File: src/rtl/cascade_ctr_pkg.sv
`default_nettype none
// ---------------------------------------------------------------------------
// cascade_ctr_pkg : state and count-mode encodings for cascade_ctr_my
// Revision: 1.0
// ---------------------------------------------------------------------------
package cascade_ctr_pkg;

  typedef enum logic [1:0] {
    ST_IDLE = 2'b00,
    ST_RUN  = 2'b01,
    ST_WRAP = 2'b10
  } state_e;

  typedef enum logic [1:0] {
    MODE_UP   = 2'b00,
    MODE_DOWN = 2'b01,
    MODE_LFSR = 2'b10,
    MODE_HOLD = 2'b11
  } mode_e;

endpackage
`default_nettype wire

File: src/rtl/cascade_ctr_bench_if.sv
`default_nettype none
// ---------------------------------------------------------------------------
// cascade_ctr_bench_if : control inputs and observation outputs of the counter
// Revision: 1.0
// ---------------------------------------------------------------------------
interface cascade_ctr_bench_if #(
  parameter int WIDTH  = 4,
  parameter int NUM_CH = 3
) ();
  logic                      clr;
  logic                      en;
  cascade_ctr_pkg::mode_e    mode;
  logic [WIDTH*NUM_CH-1:0]   q;
  logic [NUM_CH-1:0]         tc;
  logic                      ovf;
  cascade_ctr_pkg::state_e   state;

  modport master (output clr, en, mode, input q, tc, ovf, state);
  modport slave  (input clr, en, mode, output q, tc, ovf, state);
endinterface
`default_nettype wire

File: src/rtl/cascade_ctr_bench_ctr_channel.sv
`default_nettype none
// ---------------------------------------------------------------------------
// ctr_channel : one WIDTH-bit up/down/LFSR/hold counter with terminal flag
// Revision: 1.0
// ---------------------------------------------------------------------------
module ctr_channel
  import cascade_ctr_pkg::*;
#(
  parameter int               WIDTH     = 4,
  parameter logic [WIDTH-1:0] LFSR_TAPS = 4'b1001
) (
  input  wire logic             ck,
  input  wire logic             rst,
  input  wire logic             clr,
  input  wire logic             step,
  input  wire mode_e            mode,
  output logic [WIDTH-1:0]      q,
  output logic                  term
);

  localparam logic [WIDTH-1:0] c_one = {{(WIDTH-1){1'b0}}, 1'b1};

  logic [WIDTH-1:0] r_q;
  logic [WIDTH-1:0] w_next;

  always_comb begin
    w_next = r_q;
    unique case (mode)
      MODE_UP:   w_next = r_q + c_one;
      MODE_DOWN: w_next = r_q - c_one;
      // all-zero is a lockup state for the shift register, so kick it to 1
      MODE_LFSR: w_next = (r_q == '0) ? c_one
                                      : {r_q[WIDTH-2:0], ^(r_q & LFSR_TAPS)};
      default:   w_next = r_q;
    endcase
  end

  always_comb begin
    term = 1'b0;
    unique case (mode)
      MODE_UP:   term = &r_q;
      MODE_DOWN: term = (r_q == '0);
      MODE_LFSR: term = (r_q == c_one);
      default:   term = 1'b0;
    endcase
  end

  always_ff @(posedge ck or posedge rst) begin
    if (rst) begin
      r_q <= '0;
    end else if (clr) begin
      r_q <= '0;
    end else if (step) begin
      r_q <= w_next;
    end
  end

  assign q = r_q;

endmodule
`default_nettype wire

// rtl/cascade_ctr_my.sv
`default_nettype none
// ---------------------------------------------------------------------------
// cascade_ctr_my : NUM_CH cascaded counter channels with run/wrap control
// Revision: 1.0
// ---------------------------------------------------------------------------
module cascade_ctr_my
  import cascade_ctr_pkg::*;
#(
  parameter int               WIDTH     = 4,
  parameter int               NUM_CH    = 3,
  parameter logic [WIDTH-1:0] LFSR_TAPS = 4'b1001
) (
  input wire logic          ck,
  input wire logic          rst,
  cascade_ctr_bench_if.slave bus
);

  logic [NUM_CH-1:0] w_term;
  logic [NUM_CH-1:0] w_ch_step;
  logic              w_step;
  logic              w_carry;
  state_e            r_state;
  logic              r_ovf;

  // the IDLE->RUN edge itself never counts, so only RUN/WRAP may step
  assign w_step  = ((r_state == ST_RUN) || (r_state == ST_WRAP)) &&
                   bus.en && !bus.clr && (bus.mode != MODE_HOLD);
  assign w_carry = w_step & (&w_term);

  generate
    for (genvar i = 0; i < NUM_CH; i++) begin : g_ch
      if (i == 0) begin : g_first
        assign w_ch_step[i] = w_step;
      end else begin : g_rest
        assign w_ch_step[i] = w_step & (&w_term[i-1:0]);
      end

      ctr_channel #(
        .WIDTH     (WIDTH),
        .LFSR_TAPS (LFSR_TAPS)
      ) u_ch (
        .ck   (ck),
        .rst  (rst),
        .clr  (bus.clr),
        .step (w_ch_step[i]),
        .mode (bus.mode),
        .q    (bus.q[i*WIDTH +: WIDTH]),
        .term (w_term[i])
      );
    end
  endgenerate

  always_ff @(posedge ck or posedge rst) begin
    if (rst) begin
      r_state <= ST_IDLE;
      r_ovf   <= 1'b0;
    end else if (bus.clr) begin
      r_state <= ST_IDLE;
      r_ovf   <= 1'b0;
    end else begin
      if (w_carry) begin
        r_ovf <= 1'b1;
      end
      unique case (r_state)
        ST_IDLE: begin
          if (bus.en) r_state <= ST_RUN;
        end
        ST_RUN: begin
          if (!bus.en)      r_state <= ST_IDLE;
          else if (w_carry) r_state <= ST_WRAP;
        end
        ST_WRAP: begin
          if (w_carry)     r_state <= ST_WRAP;
          else if (bus.en) r_state <= ST_RUN;
          else             r_state <= ST_IDLE;
        end
        default: r_state <= ST_IDLE;
      endcase
    end
  end

  assign bus.tc    = (r_state == ST_IDLE) ? '0 : w_term;
  assign bus.ovf   = r_ovf;
  assign bus.state = r_state;

endmodule
`default_nettype wire

File: src/flat_wrapper.sv
// flat-port wrapper written by rule: the top's interface ports become plain ports
module cascade_ctr_bench_flat import cascade_ctr_pkg::*;
#(
  parameter int               WIDTH     = 4,
  parameter int               NUM_CH    = 3,
  parameter logic [WIDTH-1:0] LFSR_TAPS = 4'b1001
)
  (ck, rst, bus_clr, bus_en, bus_mode, bus_q, bus_tc, bus_ovf, bus_state);
  cascade_ctr_bench_if #(.WIDTH(WIDTH), .NUM_CH(NUM_CH)) bus_i ();
  input wire logic ck;
  input wire logic rst;
  input wire logic [$bits(bus_i.clr)-1:0] bus_clr;
  input wire logic [$bits(bus_i.en)-1:0] bus_en;
  input wire logic [$bits(bus_i.mode)-1:0] bus_mode;
  output wire logic [$bits(bus_i.q)-1:0] bus_q;
  output wire logic [$bits(bus_i.tc)-1:0] bus_tc;
  output wire logic [$bits(bus_i.ovf)-1:0] bus_ovf;
  output wire logic [$bits(bus_i.state)-1:0] bus_state;
  assign bus_i.clr = bus_clr;
  assign bus_i.en = bus_en;
  assign bus_i.mode = bus_mode;
  assign bus_q = bus_i.q;
  assign bus_tc = bus_i.tc;
  assign bus_ovf = bus_i.ovf;
  assign bus_state = bus_i.state;
  cascade_ctr_my #(.WIDTH(WIDTH), .NUM_CH(NUM_CH), .LFSR_TAPS(LFSR_TAPS)) u_core (.ck(ck), .rst(rst), .bus(bus_i));
endmodule
File: config.mk
export PLATFORM = sky130hd
export DESIGN_NAME = cascade_ctr_bench_flat
export DESIGN_NICKNAME = d
export VERILOG_FILES = /design/src/rtl/cascade_ctr_pkg.sv /design/src/rtl/cascade_ctr_bench_if.sv /design/src/rtl/cascade_ctr_bench_ctr_channel.sv /design/src/rtl/cascade_ctr_my.sv /design/src/flat_wrapper.sv
export SDC_FILE = /design/constraint.sdc
export NUM_CORES = 1
export LEC_CHECK = 0
export ABC_AREA = 1
export ABC_CLOCK_PERIOD_IN_PS = 2100
export BUFFER_PORTS_ARGS = -buffer_cell sky130_fd_sc_hd__buf_2
export CORE_MARGIN = 3
export CORE_UTILIZATION = 45
export DETAILED_ROUTE_END_ITERATION = 10
export MAX_ROUTING_LAYER = met4
export PLACE_DENSITY = 0.65
export REMOVE_ABC_BUFFERS = 1
export SLEW_MARGIN = 10
export SYNTH_ARGS = -nofsm -noshare
export SYNTH_HDL_FRONTEND = slang
export SYNTH_SLANG_ARGS = --single-unit
File: constraint.sdc
create_clock -name ck -period 2.1 [get_ports ck]
set_input_delay 0.21 -clock ck [delete_from_list [all_inputs] [get_ports ck]]
set_output_delay 0.21 -clock ck [all_outputs]
set_load 0.005 [all_outputs]
==> metrics.yaml <==
fin_crit_ns: 1.91
hold_viol_final: 0
fp.coreArea_mm2: 0.00320
status: "finished, final reports clean"
h-tree-depth: 1
crit_cells: 7
multi_input_area_mm2: 0.00104
final.fill_count: 350
required_ns: 1.89
avgSynthCellArea_um2: 7.07
worstHoldEndpoint: "u_core.bus.ovf"
clk_pin_slew_ns: 0.10
yosys.cell_types.count: 35
synth_ff_type: "dfrtp_1"
place_congestion: 0.916
path_buf_inv: 2
clock_latency_ns: 0.30
rows: 20
period_share_pct: 90.9
worst-r2r-cell-count: 10
cp_data_arrival_time_ns: 1.70
slew_viol_final: 0
place_ws_ns: 0.323
crit_path_end_kind: "output pin"
grt_pass1_vias: 1431
fin_total_pwr_w: 0.000968
syn-instance-count: 224
hold_start: "bus_clr"
hold_class: "in2reg"
antenna_found_initial: 0
dr.pass1.iters: 4
reg2reg_to: "u_core.g_ch[2].u_ch.q[3]"
initial_core_util_pct: 49.4
nets: 273
fin_ws_ns: 0.192
maxCapViolCount: 0
rsz0062_at_grt: "no"
cp_top_family: "flip-flops"
hpwlAfterDp_um: 2790
clockBufferDepth: 2
ys_ff_latch: 15
syn2layout_area_growth_pct: 11.3
peakVddDrop_mv: 0.275
syn_area_mm2: 0.00158
totalWireLength_um: 3710
drt_iter0_drc: 106
critPathMaxStageDelay_ns: 0.44
crit_chain: "inv_1 -> ha_1 -> nand2_4 -> nor2_4 -> o21ai_2 -> nor2_1 -> buf_2"
cp_max_fo: 7
grt_pass1_wl_um: 6570
cts.sinks: 15
clock_tree.root_cell: "clkbuf_4"
fmax_ghz: 0.524
synth-edff-count: 0
leakage_nw: 0.923
grt_max_degree: 16
start_kind: "register"
portBuffers: 23
die_area_mm2: 0.00426
fp.dieH_um: 65.3
reg2reg_slack_ns: 0.31
diodes: 0
track_usage_pct: 19.6
powerDensity_mw_per_mm2: 549
hold_depth: 2
ys_async_sr_fraction_pct: 100
wire_per_inst_um: 12.7
tightestPinTransition_ns: 0.608
clock_skew_ns: 0.00695
slew-limit-headroom_pct: 59.4
grt_overflow_total: 0
final_antenna_net_count: 0
seqCellArea_um2: 377
critPathKind: "reg2out"
vias_per_cell: 5.27
final_core_util_pct: 55.0
reg2reg_from: "u_core.bus.state[1]"
yosys_warnings: 0
finalSetupTns_ns: 0
ys_seq_area_share_pct: 23.7
die_w_um: 65.3
drc: 0
cts_buffers: 3
crit_slowest_cell: "dfrtp_2"
setup_viol: 0
vias: 1534
drive_gt1_share_pct: 21.1
cts_tree: "yes"
io_pins: 24
==> worst max path at each step <==
| stage | startpoint | end |
|---|---|---|
| 6_report | u_core.g_ch[1].u_ch.q[0] | bus_tc[1] |
| 5_1_grt | u_core.g_ch[2].u_ch.q[0] | bus_tc[2] |
| 4_1_cts | u_core.g_ch[1].u_ch.q[0] | bus_tc[1] |
| 3_5_place_dp | u_core.bus.state[1] | u_core.g_ch[2].u_ch.q[3] |
| 3_3_place_gp | u_core.bus.state[1] | u_core.g_ch[2].u_ch.q[2] |
| 2_1_floorplan | u_core.bus.state[0] | u_core.g_ch[2].u_ch.q[2] |
==> where the power goes <==
group	internal (W)	total (W)	switching [W]
registers	0.000319	0.000374	0.0000553
clock network	0.0000742	0.000183	0.000109
logic	0.000163	0.000410	0.000247
total	0.000556	0.000968	0.000411
==> registers in the layout (all words and copies together) (netlist names) <==
signal              count
u_core.bus.state        2
u_core.bus.ovf          1
u_core.g_ch.u_ch.q     12
==> cell families (layout without fill, tap and decap cells) <==
group,after synthesis,in the layout,synth area share (%)
simple gates,97,97,30.4
compound gates,51,51,18.9
buf+inv,39,62,10.4
fa+ha+maj,19,19,15.0
flops,15,15,23.7
xor+xnor,3,3,1.66
==> cells in the mapped netlist, types with 2 or more instances <==
master    count  share of area, %
nor3_1        2              0.63
clkbuf_1      3              0.71
nand2_1      36               8.5
dfrtp_1      15                24
a21oi_1      13               4.1
inv_1        27               6.4
nand2_2       4               1.6
xor2_1        2               1.1
nor2_1       11               2.6
o21ai_0      23               7.3
nand3_1      28               8.9
nand4_1       5               2.0
buf_2         2              0.63
or2_2         2              0.79
o21ai_1       4               1.3
buf_6         2               1.4
ha_1         19                15
inv_2         4              0.95
nor2_2        4               1.6
o22ai_1       2              0.79
nor2_4        2               1.4
==> layout by cell type (no fill, tap or decap), types with 2 or more instances in the layout <==
master / n
inv_1: 27
nor3_1: 2
buf_2: 23
nor2_2: 4
nor2_4: 2
ha_1: 19
buf_4: 2
xor2_1: 2
o22ai_1: 2
dfrtp_1: 14
o21ai_1: 4
nand2_1: 36
clkbuf_4: 3
nor2_1: 11
nand4_1: 5
nand2_2: 4
a21oi_1: 13
or2_2: 2
o21ai_0: 23
nand3_1: 28
inv_2: 4
==> cell type report <==
class                      count  area share (%)
sequential                    15            21.4
timing repair buffer          26            7.95
inverter                      32            6.82
multi-input combinational    170            59.2
clock buffer                   4            1.49
tap                           44            3.12
==> layer usage <==
| layer | global-route usage, % | vias up | share of wire, % |
|---|---|---|---|
| met1 | 25.8 | 695 | 49 |
| met5 | - | - | 0 |
| met2 | 31.6 | 44 | 46 |
| met3 | 3.76 | 4 | 4.5 |
| met4 | 3.89 | 0 | 0.67 |
| li1 | - | 791 | - |
==> through the flow <==
step | hold slack, ns | std cells | cell area (um2)
after floorplan | 0.111 | 217 | 1540
after global placement | 0.319 | 286 | 1720
after detailed placement | 0.322 | 286 | 1720
after CTS | 0.203 | 291 | 1760
after global routing | 0.224 | 291 | 1760
final | 0.214 | 291 | 1760
==> repair_timing <==
action / 4_1_cts / 5_1_grt
hold buffers: 1 / 0
setup endpoints to repair: 0 / 1
gates resized for setup: 0 / 1
hold endpoints to repair: 15 / 0
buffers inserted: 0 / 0
Power figures use the tool's default switching activity.
